==> config.mk <==
export PLATFORM = sky130hd
export DESIGN_NAME = alu_share_ctrl
export DESIGN_NICKNAME = d
export VERILOG_FILES = /design/src/rtl/alu_pkg.sv /design/src/rtl/rr_arb2.sv /design/src/rtl/alu_share_ctrl.sv
export SDC_FILE = /design/constraint.sdc
export NUM_CORES = 1
export LEC_CHECK = 0
export ABC_CLOCK_PERIOD_IN_PS = 2400
export BUFFER_PORTS_ARGS = -buffer_cell sky130_fd_sc_hd__buf_2
export CAP_MARGIN = 10
export CORE_AREA = 2 2 121 123
export DETAILED_ROUTE_END_ITERATION = 6
export DIE_AREA = 0 0 123 125
export PLACE_DENSITY_LB_ADDON = 0.05
export SLEW_MARGIN = 15
export SYNTH_ARGS = -nofsm -noshare
export SYNTH_HDL_FRONTEND = slang
export SYNTH_SLANG_ARGS = --single-unit
==> constraint.sdc <==
create_clock -name clk -period 2.4 [get_ports clk]
set_clock_uncertainty 0.15 [all_clocks]
set_input_delay 0 -clock clk [delete_from_list [all_inputs] [get_ports clk]]
set_output_delay 0 -clock clk [all_outputs]
set_load 0.005 [all_outputs]
==> src/rtl/alu_pkg.sv <==
// Shared definitions for the ALU sharing controller: default widths, ALU control codes, FSM states.
// Latency: n/a (declarations only).
// Backpressure: n/a.
package alu_pkg;

    localparam int WIDTH_DEF  = 32;
    localparam int CTRL_W_DEF = 4;

    localparam logic [3:0] ALU_AND = 4'b0000;
    localparam logic [3:0] ALU_OR  = 4'b0001;
    localparam logic [3:0] ALU_ADD = 4'b0010;
    localparam logic [3:0] ALU_SUB = 4'b0110;
    localparam logic [3:0] ALU_SLT = 4'b0111;

    typedef enum logic [1:0] {
        IDLE = 2'd0,
        EXEC = 2'd1,
        RESP = 2'd2
    } state_t;

endpackage

==> src/rtl/rr_arb2.sv <==
// Two-input round-robin arbiter; grant is combinational from req/en, prio updates on grant.
// Latency: grant same cycle; prio takes effect on the next contested cycle.
// Backpressure: en low (no accept window) suppresses all grants.
module rr_arb2 (
    input  logic       clk,
    input  logic       rst_n,
    input  logic [1:0] req,
    input  logic       en,
    output logic [1:0] gnt
);

    // prio=1 means port 1 wins the next tie
    logic prio;

    always_comb begin
        gnt = 2'b00;
        if (en) begin
            if (req == 2'b11) begin
                gnt = prio ? 2'b10 : 2'b01;
            end else begin
                gnt = req;
            end
        end
    end

    always_ff @(posedge clk) begin
        if (!rst_n) begin
            prio <= 1'b0;
        end else if (|gnt) begin
            prio <= gnt[0];
        end
    end

endmodule

==> src/rtl/alu_share_ctrl.sv <==
// Shares one combinational ALU between execute (port 0) and branch/address (port 1) requesters.
// Latency: accept at edge N, response valid after edge N+1; one op in flight at a time.
// Backpressure: a response held by rspN_ready=0 stalls the FSM and blocks new accepts.
module alu_share_ctrl
    import alu_pkg::*;
#(
    parameter int WIDTH  = WIDTH_DEF,
    parameter int CTRL_W = CTRL_W_DEF
) (
    input  logic              clk,
    input  logic              rst_n,

    input  logic              req0_valid,
    output logic              req0_ready,
    input  logic [WIDTH-1:0]  req0_a,
    input  logic [WIDTH-1:0]  req0_b,
    input  logic [CTRL_W-1:0] req0_ctrl,

    input  logic              req1_valid,
    output logic              req1_ready,
    input  logic [WIDTH-1:0]  req1_a,
    input  logic [WIDTH-1:0]  req1_b,
    input  logic [CTRL_W-1:0] req1_ctrl,

    output logic              rsp0_valid,
    input  logic              rsp0_ready,
    output logic [WIDTH-1:0]  rsp0_result,
    output logic              rsp0_zero,

    output logic              rsp1_valid,
    input  logic              rsp1_ready,
    output logic [WIDTH-1:0]  rsp1_result,
    output logic              rsp1_zero,

    output logic [WIDTH-1:0]  alu_input_1,
    output logic [WIDTH-1:0]  alu_input_2,
    output logic [CTRL_W-1:0] alu_ctrl,
    input  logic [WIDTH-1:0]  alu_result,
    input  logic              alu_zero
);

    state_t             state_q;
    state_t             state_d;
    logic               tag_q;
    logic [1:0]         rsp_vld_q;
    logic [WIDTH-1:0]   res_q;
    logic               zero_q;

    logic               rsp_rdy_tag;
    logic               rsp_hs;
    logic               accept_win;
    logic [1:0]         gnt;
    logic               accept;

    assign rsp_rdy_tag = tag_q ? rsp1_ready : rsp0_ready;
    assign rsp_hs      = (state_q == RESP) && rsp_rdy_tag;
    // rst_n gating keeps ready low for the whole time reset is held
    assign accept_win  = rst_n && ((state_q == IDLE) || rsp_hs);

    rr_arb2 u_arb (
        .clk   (clk),
        .rst_n (rst_n),
        .req   ({req1_valid, req0_valid}),
        .en    (accept_win),
        .gnt   (gnt)
    );

    assign accept     = |gnt;
    assign req0_ready = gnt[0];
    assign req1_ready = gnt[1];

    always_ff @(posedge clk) begin
        if (!rst_n) begin
            state_q <= IDLE;
        end else begin
            state_q <= state_d;
        end
    end

    always_comb begin
        state_d = state_q;
        case (state_q)
            IDLE:    if (accept) state_d = EXEC;
            EXEC:    state_d = RESP;
            RESP:    if (rsp_rdy_tag) state_d = accept ? EXEC : IDLE;
            default: state_d = IDLE;
        endcase
    end

    always_ff @(posedge clk) begin
        if (!rst_n) begin
            alu_input_1 <= '0;
            alu_input_2 <= '0;
            alu_ctrl    <= '0;
            tag_q       <= 1'b0;
            rsp_vld_q   <= 2'b00;
            res_q       <= '0;
            zero_q      <= 1'b0;
        end else begin
            if (rsp_hs) begin
                rsp_vld_q <= 2'b00;
            end
            // operands only move on accept so the ALU inputs stay quiet otherwise
            if (accept) begin
                alu_input_1 <= gnt[1] ? req1_a    : req0_a;
                alu_input_2 <= gnt[1] ? req1_b    : req0_b;
                alu_ctrl    <= gnt[1] ? req1_ctrl : req0_ctrl;
                tag_q       <= gnt[1];
            end
            if (state_q == EXEC) begin
                res_q            <= alu_result;
                zero_q           <= alu_zero;
                rsp_vld_q[tag_q] <= 1'b1;
            end
        end
    end

    assign rsp0_valid  = rsp_vld_q[0];
    assign rsp1_valid  = rsp_vld_q[1];
    assign rsp0_result = res_q;
    assign rsp1_result = res_q;
    assign rsp0_zero   = zero_q;
    assign rsp1_zero   = zero_q;

endmodule

# [Yosys cells after proc, flatten, opt, wreduce, memory -nomap -nowiden]
# Index checks and enable logic that the tools add are counted.
# Widths: inputs -> output; s select.
[classes] order_cmp=2 eq_ne=5 n_mux=16 bitwise=1 n_reduce_logical=7
[ops] op="$mux 32" count=2
[ops] op="$mux 2" count=8
[ops] op="$pmux 2 s3" count=1
[ops] op="$eq 2x2->1 const B" count=2
[ops] op="$mux 4" count=1
[ops] op="$ne 2x2->1 const B" count=2
[ops] op="$logic_and 1x1->1" count=3
[ops] op="$mux 1" count=3
[ops] op="$eq 2x1->1 const B" count=1
[ops] op="$logic_not 2->1" count=1
[ops] op="$lt 1x2->1 const B" count=1
[ops] op="$or 2x2->2" count=1
[ops] op="$reduce_and 2->1" count=1
[ops] op="$reduce_or 2->1" count=1
[ops] op="$demux 1 s1" count=1
[ops] op="$ge 1x1->1 const B" count=1
[ops] op="$logic_or 1x1->1" count=1
[word_totals] register_bits=107 inputBits=175 output_inout_bits=138

# [Depth between registers and ports, before layout]
# Gate-level depths: netlist of the first run.
[depth] word_depth=9 depth_mapped=7 depth_no_buf=5

# [Modules after synthesis]
# Synthesis of the first run repeated with hierarchy kept, for this count alone.
[hier_totals] hier_cells=512 area_unflattened_um2=4755.8
[by_module_without_submodules] mod="alu_share_ctrl" instances=1 cells_per_inst=503 area_each_um2=4697.0
[by_module_without_submodules] mod="rr_arb2" instances=1 cells_per_inst=9 area_each_um2=58.8

# [Worst setup path after synthesis of the first run]
# Ideal clock, no wire load.
[synth_path] path_kind="register -> register" startpoint="register tag_q" endpoint="register alu_input_2[13]" setup_ns=0.137 arrival_ns=1.470 t_required_ns=2.113 setup_slack_ns=0.643 stages_incl_launch_ff=8 path_buffers=2 synth_period_minus_slack_ns=1.757 path_cell_list="dfxtp_1 mux2_4 o2111ai_4 inv_2 buf_4 buf_2 nand2_1 a31oi_1"
[synth_via] elab_chain_cells=6 elab_cells_between_ends=7 cone_classes="3 x mux; 4 x reduce/logical"
[synth_rtl] item="start: declaration" line="alu_share_ctrl.sv:44" source="logic tag_q;"
[synth_rtl] item="start signal: assignment" line="alu_share_ctrl.sv:108" source="tag_q <= gnt[1];"
[synth_rtl] item="$mux 1 (*)" line="alu_share_ctrl.sv:55" source="assign rsp_rdy_tag = tag_q ? rsp1_ready : rsp0_ready;"
[synth_rtl] item="$logic_and 1x1->1 (*)" line="alu_share_ctrl.sv:56" source="assign rsp_hs = (state_q == RESP) && rsp_rdy_tag;"
[synth_rtl] item="$logic_or 1x1->1 (*)" line="alu_share_ctrl.sv:58" source="assign accept_win = rst_n && ((state_q == IDLE) || rsp_hs);"
[synth_rtl] item="$logic_and 1x1->1 (*)" line="alu_share_ctrl.sv:58"
[synth_rtl] item="$mux 2 (*)" line="rr_arb2.sv:17" source="if (en) begin"
[synth_rtl] item="$mux 32 or $reduce_or 2->1 (tied branches)" line="alu_share_ctrl.sv:106, alu_share_ctrl.sv:68"
[synth_rtl] item="end signal: assignment" line="alu_share_ctrl.sv:106" source="alu_input_2 <= gnt[1] ? req1_b : req0_b;"
[synth_rtl] item="end: declaration" line="alu_share_ctrl.sv:36" source="output logic [WIDTH-1:0] alu_input_2,"
# Mark *: on every way between the ends. The rest lies on a longest branch, timed or not.
# A chain may end at the register's enable or synchronous reset.

# [Worst setup path in the final report of the first run]
[layout_path] startpoint="register state_q[0]" endpoint="output port req1_ready"
[layout_via] elab_chain_cells=5 elab_cells_between_ends=6 cone_classes="1 x eq/ne; 1 x mux; 4 x reduce/logical"
[layout_rtl] item="start: declaration" line="alu_share_ctrl.sv:42" source="state_t state_q;"
[layout_rtl] item="start signal: assignment" line="alu_share_ctrl.sv:76" source="state_q <= state_d;"
[layout_rtl] item="$eq 2x2->1" line="alu_share_ctrl.sv:56"
[layout_rtl] item="$logic_and 1x1->1" line="alu_share_ctrl.sv:56"
[layout_rtl] item="$logic_or 1x1->1 (*)" line="alu_share_ctrl.sv:58"
[layout_rtl] item="$logic_and 1x1->1 (*)" line="alu_share_ctrl.sv:58"
[layout_rtl] item="$mux 2 (*)" line="rr_arb2.sv:17"
[layout_rtl] item="end: declaration" line="alu_share_ctrl.sv:20" source="output logic req1_ready,"
# Marks and branches as above.

==> metrics.yaml, run 1 <==
outcome: "finished clean"
ir_worst_vdd_mv: 0.2869
p_per_area_nw_per_um2: 539.3
coreArea_um2: 14200
dieArea_um2: 15380
wl_per_cell_um: 13.86
hold_viol_final: 0
grt_overflow: 0
htree_levels: 3
start_util_pct: 32.12
grt_pass1_vias: 5479
hp-class: "input port to flop"
drt-total-wl_um: 16510
drt_pass1_iterations: 5
clkTransAtPathRegs_ns: 0.07
numCtsBuffers: 9
antenna_found_initial: 0
critPathBufInv: 3
max-cap-violations: 0
yosys.cell_types.count: 22
drive_gt1_share_pct: 33.17
num_rows: 44
drc: 0
post_cts_buffers: 0
grt_first_pass_wirelength_um: 25700
synth_seq_area_share_pct: 46.96
layout_min_cycle_time_ns: 2.099
setup_tns_ns: 0
p_leak_nw: 3.823
critPathLaunchType: "flop"
path_max_fanout: 69
clk_latency_ns: 0.34
avgSynthCellArea_um2: 7.785
cts_buffer_depth: 2
dpl.hpwl_um: 9995
post-route-util_pct: 55.74
whs_ns: 0.04499
syn_to_final_growth_pct: 73.56
synth_edf_count: 0
ys_warn_count: 0
power_mw: 4.270
cts_tree: "done"
drtIter0Drc: 242
finalSetupViolCount: 0
post-route-period-util_pct: 87.46
synthArstFlopShare_pct: 0
nets: 1181
port_buffers: 312
cp_top_family: "buffers and inverters"
grt_usage_pct: 20.85
clock-sinks: 107
synth_top_area_share_pct: 46.96
yosysTopAreaCell: "dfxtp_1"
max_freq_mhz: 476.4
ys_seq_elements: 107
cp.arrival_ns: 1.95
crit_chain: "and2b_1 > o2111ai_4 > inv_2 > buf_6 > buf_2"
synth.most_common_cell: "nand2_1"
synth.area.top_cells: "dfxtp_1 (47%), nand2_1 (17%), a31oi_1 (9.3%), o21ai_0 (8.1%), buf_4 (5.9%)"
drt.antenna.violating_nets: 0
die_h_um: 125
worstSetupPathType: "flop to primary output"
crit_path_end_kind: "primary output"
vias_per_cell: 4.672
worstPathRequired_ns: 2.25
syn_inst: 586
die_w_um: 123
grt_max_degree: 107
rsz0062_at_grt: "no"
via_count: 5564
slowest_stage: "buf_6"
tightestPinTransition_ns: 0.9393
synth_ff_type: "dfxtp_1"
pin_count: 313
clockRootBuffer: "clkbuf_16"
slowest_delay_ns: 0.41
synth_area_um2: 4562
n_antenna_cell: 0
syn_nets: 761
relSlewSlack_pct: 37.38
slew_violations: 0
gp_congestion: 0.7940
synthTopCellsByCount: "nand2_1 (205), dfxtp_1 (107), o21ai_0 (74)"
final timing paths:
check,startpoint,end,slack [ns],cells after the start
setup / recovery,state_q[0],req1_ready,0.30,5
hold / removal,rsp1_ready,state_q[1],0.04,5
setup reg to reg,state_q[0],alu_input_1[25],0.30,5
hold reg to reg,rsp0_result[9],rsp0_result[9],0.33,2
through the flow:
stage / std cells / area (um2) / worst slack, ns
2_1_floorplan: 586 / 4562 / 0.6431
3_3_place_gp: 1009 / 5974 / 0.3795
3_5_place_dp: 1009 / 5974 / 0.3113
4_1_cts: 1191 / 7914 / 0.1202
5_1_grt: 1191 / 7918 / 0.1240
6_report: 1191 / 7918 / 0.3011
layout make-up:
class                      instances  area (um2)
multi-input combinational        396        1964
tap                              184       230.2
fill                            1297        6286
inverter                           3       11.26
sequential                       107        2142
clock buffer                      11       232.7
timing repair buffer             489        3332
clock inverter                     1       5.005
logic make-up (layout without fill, tap and decap cells):
family	after synthesis	after routing	share of synthesized area, %
AO/OA/AOI/OAI	180	180	24.08
AND/OR/NAND/NOR	214	214	18.18
multiplexers	2	2	0.5485
flip-flops	107	107	46.96
buffers and inverters	83	504	10.23
worst register-to-register path, cell delays in order (launching register included):
cell,delay (ns)
dfxtp_1,0.37
and2b_1,0.29
o221a_4,0.21
buf_4,0.52
o21ai_0,0.25
a31oi_1,0.22
where the power goes:
part           switching (mW)  internal [mW]
sequential             0.0828           1.93
combinational           0.435          0.529
clock                   0.615          0.680
registers in the layout, summed over array words and instances, names as in the netlist:
signal       cells
alu_ctrl         4
rsp_vld_q        2
rsp0_zero        1
alu_input_1     32
tag_q            1
state_q          2
u_arb.prio       1
rsp0_result     32
alu_input_2     32
layer usage:
layer | up-vias | routed length, um | global-route usage, %
met2 | 249 | 8249 | 37.34
met5 | - | 0 | 0
met4 | 0 | 663 | 11.36
met3 | 42 | 1139 | 4.334
met1 | 2491 | 6453 | 22.56
li1 | 2782 | - | -
repair_timing:
action / CTS / global route
hold endpoints to repair: 102 / 0
resized for setup: 0 / 1
setup endpoints to repair: 0 / 1
hold buffers: 170 / 0
placed cells by master (no fill, tap or decap), types with 4 or more instances in the layout:
cell type | Yosys | routed
a21boi_0 | 33 | 33
dlygate4sd3_1 | 0 | 170
buf_2 | 15 | 312
dfxtp_1 | 107 | 107
nand2_1 | 205 | 205
a31oi_1 | 68 | 68
and2_1 | 4 | 4
clkbuf_16 | 0 | 9
buf_4 | 36 | 5
o21ai_0 | 74 | 74
(Power assumes the default switching activity.)
==> run 2, diff against run 1 <==
--- a/config.mk
+++ b/config.mk
@@ -11,6 +11,7 @@
 export CORE_AREA = 2 2 121 123
 export DETAILED_ROUTE_END_ITERATION = 6
 export DIE_AREA = 0 0 123 125
+export GPL_TIMING_DRIVEN = 1
 export PLACE_DENSITY_LB_ADDON = 0.05
 export SLEW_MARGIN = 15
 export SYNTH_ARGS = -nofsm -noshare
==> constraint.sdc (replaced) <==
create_clock -name clk -period 2.4 [get_ports clk]
set_clock_uncertainty 0.15 [all_clocks]
set_input_delay 0.12 -clock clk [delete_from_list [all_inputs] [get_ports clk]]
set_output_delay 0.12 -clock clk [all_outputs]
set_load 0.005 [all_outputs]
==> metrics.yaml, run 2 (synthesized netlist as in run 1, its figures left out) <==
outcome: "finished clean"
grt_usage_pct: 20.80  # -0.049 points
slew_violations: 0  # unchanged
gp_congestion: 0.7940  # unchanged
cts_tree: "done"
top_layer_used: "met4"
pin_count: 313  # unchanged
postLayoutSetupSlackWorst_ns: 0.1662  # -0.1348 ns
max-cap-violations: 0  # unchanged
n_fill_cell: 1298  # +0.077%
rsz0062_at_grt: "no"
wl_per_cell_um: 13.86  # about the same
dieArea_um2: 15380  # unchanged
met3_length_um: 1068  # -6.2%
crit_path_end_kind: "primary output"
grt_overflow: 0  # unchanged
port_buffers: 312  # unchanged
drt_pass1_iterations: 4  # -1
whs_ns: 0.08040  # +0.03541 ns
coreArea_um2: 14200  # unchanged
grt_first_pass_wirelength_um: 25640  # -0.24%
grt_pass1_vias: 5466  # -0.24%
syn_to_final_growth_pct: 73.34
worstSetupPathType: "flop to primary output"
hold_viol_final: 0  # unchanged
die_w_um: 123  # unchanged
route.met2.wl_um: 8195  # -0.65%
path_max_fanout: 69  # unchanged
drt-total-wl_um: 16490  # about the same
dp_slack_ns: 0.3113  # unchanged
setup_tns_ns: 0  # unchanged
layout_min_cycle_time_ns: 2.234  # +0.1348 ns
hold_depth: 3  # -2
drt.antenna.violating_nets: 0  # unchanged
final_common_cell: "buf_2"
clock-sinks: 107  # unchanged
clockRootBuffer: "clkbuf_16"
finalSetupViolCount: 0  # unchanged
grt_max_degree: 107  # unchanged
clk_latency_ns: 0.34  # about the same
num_rows: 44  # unchanged
drtIter0Drc: 246  # +1.7%
tightestPinTransition_ns: 0.9542  # +0.01489 ns
vias_per_cell: 4.672  # about the same
dpl.hpwl_um: 9995  # unchanged
wl_met1_um: 6527  # +1.1%
hp-class: "input port to flop"
drive_gt1_share_pct: 33.20  # about the same
post-route-period-util_pct: 93.07  # +5.6 points
ff2ff_path_depth: 5  # unchanged
via_count: 5560  # -0.072%
nets: 1180  # -0.085%
start_util_pct: 32.12  # unchanged
antenna_found_initial: 0  # unchanged
htree_levels: 3  # unchanged
cp.arrival_ns: 1.96  # about the same
critPathLaunchType: "flop"
clkTransAtPathRegs_ns: 0.07  # about the same
die_h_um: 125  # unchanged
numCtsBuffers: 9  # unchanged
drc: 0  # unchanged
worstPathRequired_ns: 2.13  # -0.12 ns
max_freq_mhz: 447.7  # -6.0%
n_antenna_cell: 0  # unchanged
p_per_area_nw_per_um2: 540.7  # +0.24%
final_cell_mix: "buf_2 (312), nand2_1 (205), dlygate4sd3_1 (169)"
r2r_slack_ns: 0.29  # about the same
relSlewSlack_pct: 36.39  # -0.99 points
cts_buffer_depth: 2  # unchanged
p_leak_nw: 3.819  # -0.11%
ir_worst_vdd_mv: 0.2871  # about the same
==> run 2: cell count changes in the layout (fill, tap and decap cells not counted) <==
| cell | before | now |
|---|---|---|
| dlygate4sd3_1 | 170 | 169 |
==> run 2: area by class of cell <==
class / instances / area (um2) / area share [%]
timing repair buffer: 488 / 3322 / 42.01
tap: 184 / 230.2 / 2.911
inverter: 3 / 11.26 / 0.1424
clock inverter: 1 / 5.005 / 0.06329
multi-input combinational: 396 / 1964 / 24.84
clock buffer: 11 / 232.7 / 2.943
sequential: 107 / 2142 / 27.09
==> run 2: what timing repair did <==
action,in CTS,in global routing
hold endpoints to repair,101,0
gates resized for setup,0,1
hold buffers,169,0
setup endpoints to repair,0,1
buffers inserted,0,0
==> run 2: stage by stage <==
stage	cells	utilization, %	area [um2]	total power [mW]
floorplan	586	-	4562	2.434
global placement	1009	42.06	5974	2.781
detailed placement	1009	42.06	5974	2.792
CTS	1190	55.65	7904	4.325
global route	1190	55.67	7908	4.514
finish	1190	55.67	7908	4.275
==> run 2: power by group <==
| part | total [mW] | internal (mW) | leakage [nW] | switching (mW) |
|---|---|---|---|---|
| combinational | 0.964 | 0.528 | 2.82 | 0.435 |
| clock | 1.30 | 0.681 | 0.117 | 0.620 |
| sequential | 2.01 | 1.93 | 0.880 | 0.0831 |
| total | 4.28 | 3.14 | 3.82 | 1.14 |
==> run 2: path summary, 6_finish.rpt <==
check | from | endpoint
worst max register to register | state_q[0] | alu_input_1[25]
worst min register to register | rsp0_result[9] | rsp0_result[9]
worst max-delay path | state_q[0] | req1_ready
worst min-delay path | req0_valid | u_arb.prio
==> run 2: critical path, cell delays in order, from the launching register on <==
cell and delay (ns):
dfxtp_1 0.38, and2b_1 0.30, o2111ai_4 0.17, inv_2 0.08, buf_6 0.41, buf_2 0.22
==> run 2: per-layer routing <==
layer | global-route usage [%] | up-vias
li1 | - | 2778
met1 | 22.52 | 2502
met2 | 37.11 | 236
met3 | 4.334 | 44
met4 | 11.56 | 0
met5 | 0 | -
==> run 3, diff against run 2 <==
--- a/config.mk
+++ b/config.mk
@@ -5,12 +5,13 @@
 export SDC_FILE = /design/constraint.sdc
 export NUM_CORES = 1
 export LEC_CHECK = 0
+export ABC_AREA = 1
 export ABC_CLOCK_PERIOD_IN_PS = 2400
 export BUFFER_PORTS_ARGS = -buffer_cell sky130_fd_sc_hd__buf_2
 export CAP_MARGIN = 10
-export CORE_AREA = 2 2 121 123
+export CORE_AREA = 2 2 120 122
 export DETAILED_ROUTE_END_ITERATION = 6
-export DIE_AREA = 0 0 123 125
+export DIE_AREA = 0 0 122 124
 export GPL_TIMING_DRIVEN = 1
 export PLACE_DENSITY_LB_ADDON = 0.05
 export SLEW_MARGIN = 15
==> metrics.yaml, run 3 <==
drive_gt1_share_pct: 27.32  # -5.9 points
drc: 0  # unchanged
grt_usage_pct: 23.91  # +3.1 points
ys_seq_elements: 107  # unchanged
finalSetupViolCount: 0  # unchanged
postLayoutSetupSlackWorst_ns: 0.1514  # -0.01488 ns
die_h_um: 124  # -0.80%
coreArea_um2: 13720  # -3.4%
dieArea_um2: 15130  # -1.6%
synth-compound-area-share_pct: 3.979  # -20 points
syn_inst: 876  # +49%
gp_congestion: 0.7769  # -2.2%
slowest_delay_ns: 0.56  # +0.15 ns
tightestPinTransition_ns: 0.7511  # -0.2031 ns
htree_levels: 3  # unchanged
grt_max_degree: 102  # -4.7%
syn_to_final_growth_pct: 63.07
synth_ff_type: "dfxtp_1"
relSlewSlack_pct: 49.93  # +14 points
hp-class: "input port to flop"
synth_fa_ha_area_share_pct: 0  # unchanged
post-route-util_pct: 65.03  # +9.4 points
p_leak_nw: 4.942  # +29%
crit_chain: "dlygate4sd3_1 > buf_2 > inv_2 > nor2_4 > buf_4 > buf_4 > nand4_1 > nand2_1 > dlygate4sd3_1 > nor2_1 > nor2_1"
r2r_slack_ns: 0.16  # -0.13 ns
r2r_end: "alu_input_1[16]"
yosys.area_share.simple_pct: 41.92  # +24 points
num_rows: 43  # -2.3%
max-cap-violations: 0  # unchanged
cts_tree: "done"
max_freq_mhz: 444.7  # -0.66%
critPathLaunchType: "input port"
via_count: 6710  # +21%
die_w_um: 122  # -0.81%
wl_per_cell_um: 12.87  # -7.1%
synth_top_family_by_area: "simple AND/OR/NAND/NOR gates"
path_max_fanout: 20  # -71%
synthArstFlopShare_pct: 0  # unchanged
clockRootBuffer: "clkbuf_16"
n_antenna_cell: 0  # unchanged
internal_power_mw: 3.576  # +14%
p_switching_mw: 1.424  # +25%
synth_mux_area_share_pct: 0  # -0.55 points
drt-total-wl_um: 18950  # +15%
final_cell_count_no_fill: 1472  # +24%
nets: 1463  # +24%
worstSetupPathType: "input port to flop"
slowest_stage: "dlygate4sd3_1"
pin_count: 313  # unchanged
avgSynthCellArea_um2: 6.246  # -20%
p_per_area_nw_per_um2: 560.4  # +3.7%
synth_xor_xnor_area_share_pct: 0  # unchanged
outcome: "finished clean"
n_fill_cell: 1266  # -2.5%
layout_min_cycle_time_ns: 2.249  # +0.01488 ns
cts_buffer_depth: 2  # unchanged
antenna_found_initial: 0  # unchanged
worstPathRequired_ns: 2.53  # +0.40 ns
synth_edf_count: 0  # unchanged
hold_viol_final: 0  # unchanged
synth.most_common_cell: "nand2_1"
pwr-share-comb_pct: 27.2  # +4.7 points
port_buffers: 312  # unchanged
holdPathEnd: "alu_input_2[1]"
dp_slack_ns: 0.5520  # +0.2407 ns
synth_seq_area_share_pct: 39.15  # -7.8 points
p_sw_share_pct: 28.48  # +1.8 points
seq_power_share_pct: 40.8  # -6.2 points
grt_pass1_vias: 6105  # +12%
crit_path_end_kind: "flop"
synth_top_area_share_pct: 39.15  # -7.8 points
cp.arrival_ns: 2.38  # +0.42 ns
grt_first_pass_wirelength_um: 28810  # +12%
clkTransAtPathRegs_ns: 0.07  # about the same
drtIter0Drc: 363  # +48%
dpl.hpwl_um: 11570  # +16%
syn_nets: 1051  # +38%
yosys.cell_types.count: 19  # -14%
clock-sinks: 107  # unchanged
final_common_cell: "buf_2"
placed_cells: 1288  # +28%
clk_latency_ns: 0.35  # about the same
grt_overflow: 0  # unchanged
yosysTopAreaCell: "dfxtp_1"
p_clk_share_pct: 31.9  # +1.5 points
whs_ns: 0.004538  # -0.07586 ns
synth.area.top_cells: "dfxtp_1 (39%), nand2_1 (19%), nor2_1 (14%), nand4_1 (7.8%), buf_4 (5.8%)"
hp-start: "req1_b[1]"
ir_worst_vdd_mv: 0.4008  # +40%
hold_depth: 5  # +2
slew_violations: 0  # unchanged
post-route-period-util_pct: 93.69  # +0.62 points
ys_warn_count: 0  # unchanged
synthTopCellsByCount: "nand2_1 (281), nor2_1 (204), dfxtp_1 (107)"
start_util_pct: 39.88  # +7.8 points
numCtsBuffers: 9  # unchanged
drt_pass1_iterations: 5  # +1
synth_area_um2: 5471  # +20%
vias_per_cell: 4.558  # -2.4%
reg2reg_from: "tag_q"
drt.antenna.violating_nets: 0  # unchanged
final_cell_mix: "buf_2 (312), nand2_1 (281), nor2_1 (204)"
ff2ff_path_depth: 10  # +5
[run 3: per-stage QoR]
step                       TNS, ns  total power, mW  area, um2
final                            0            5.000       8922
after global routing      -0.03244            5.290       8922
after global placement           0            3.158       6893
after floorplan                  0            2.729       5472
after detailed placement         0            3.158       6893
after CTS                        0            5.007       8851
[run 3: worst max path at each step]
stage / start / end / slack [ns]
detailed placement: tag_q / req0_ready / 0.55
floorplan: tag_q / alu_ctrl[3] / 0.94
global placement: tag_q / req0_ready / 0.56
global route: tag_q / alu_input_1[17] / -0.02
CTS: tag_q / alu_input_2[23] / 0.02
finish: rst_n / alu_input_1[19] / 0.15
[run 3: final cells by class]
class                   instances  area [um2]  share of cell area [%]
repair buffers                493        3410                   38.21
flip-flops and latches        107        2142                   24.01
well taps                     180       225.2                   2.524
multi-input cells             600        2540                   28.47
clock inverters                 5       77.57                  0.8694
clock buffers                  10       239.0                   2.678
inverters                      77       289.0                   3.239
[run 3: what timing repair did]
item                                    in CTS  in global routing
resized for setup                            0                  9
buffers inserted                             0                  4
hold buffers                               164                  0
endpoints found under the setup margin       0                 63
endpoints found under the hold margin      106                  0
[run 3: logic make-up after synthesis]
logic type,after synthesis
simple gates,558
flops,107
compound gates,41
buf+inv,170
[run 3: power groups by stage]
stage	Combinational (mW)	Clock (mW)	Sequential [mW]
6_report	1.36	1.60	2.04
5_1_grt	1.53	1.70	2.06
4_1_cts	1.33	1.63	2.04
3_5_place_dp	1.08	0	2.08
3_3_place_gp	1.08	0	2.08
2_1_floorplan	0.635	0	2.09
[run 3: worst max-delay path, delay by kind of cell]
family,cells,cell delay (ns)
simple gates,5,0.50
buf+inv,6,1.74
[run 3: per-layer routing]
layer  vias up  wire length [um]  GRT usage (%)
li1       3488                 -              -
met1      2967              7810          27.14
met2       223              9328          43.54
met3        32              1336          5.082
met4         0               475          9.770
met5         -                 0              0
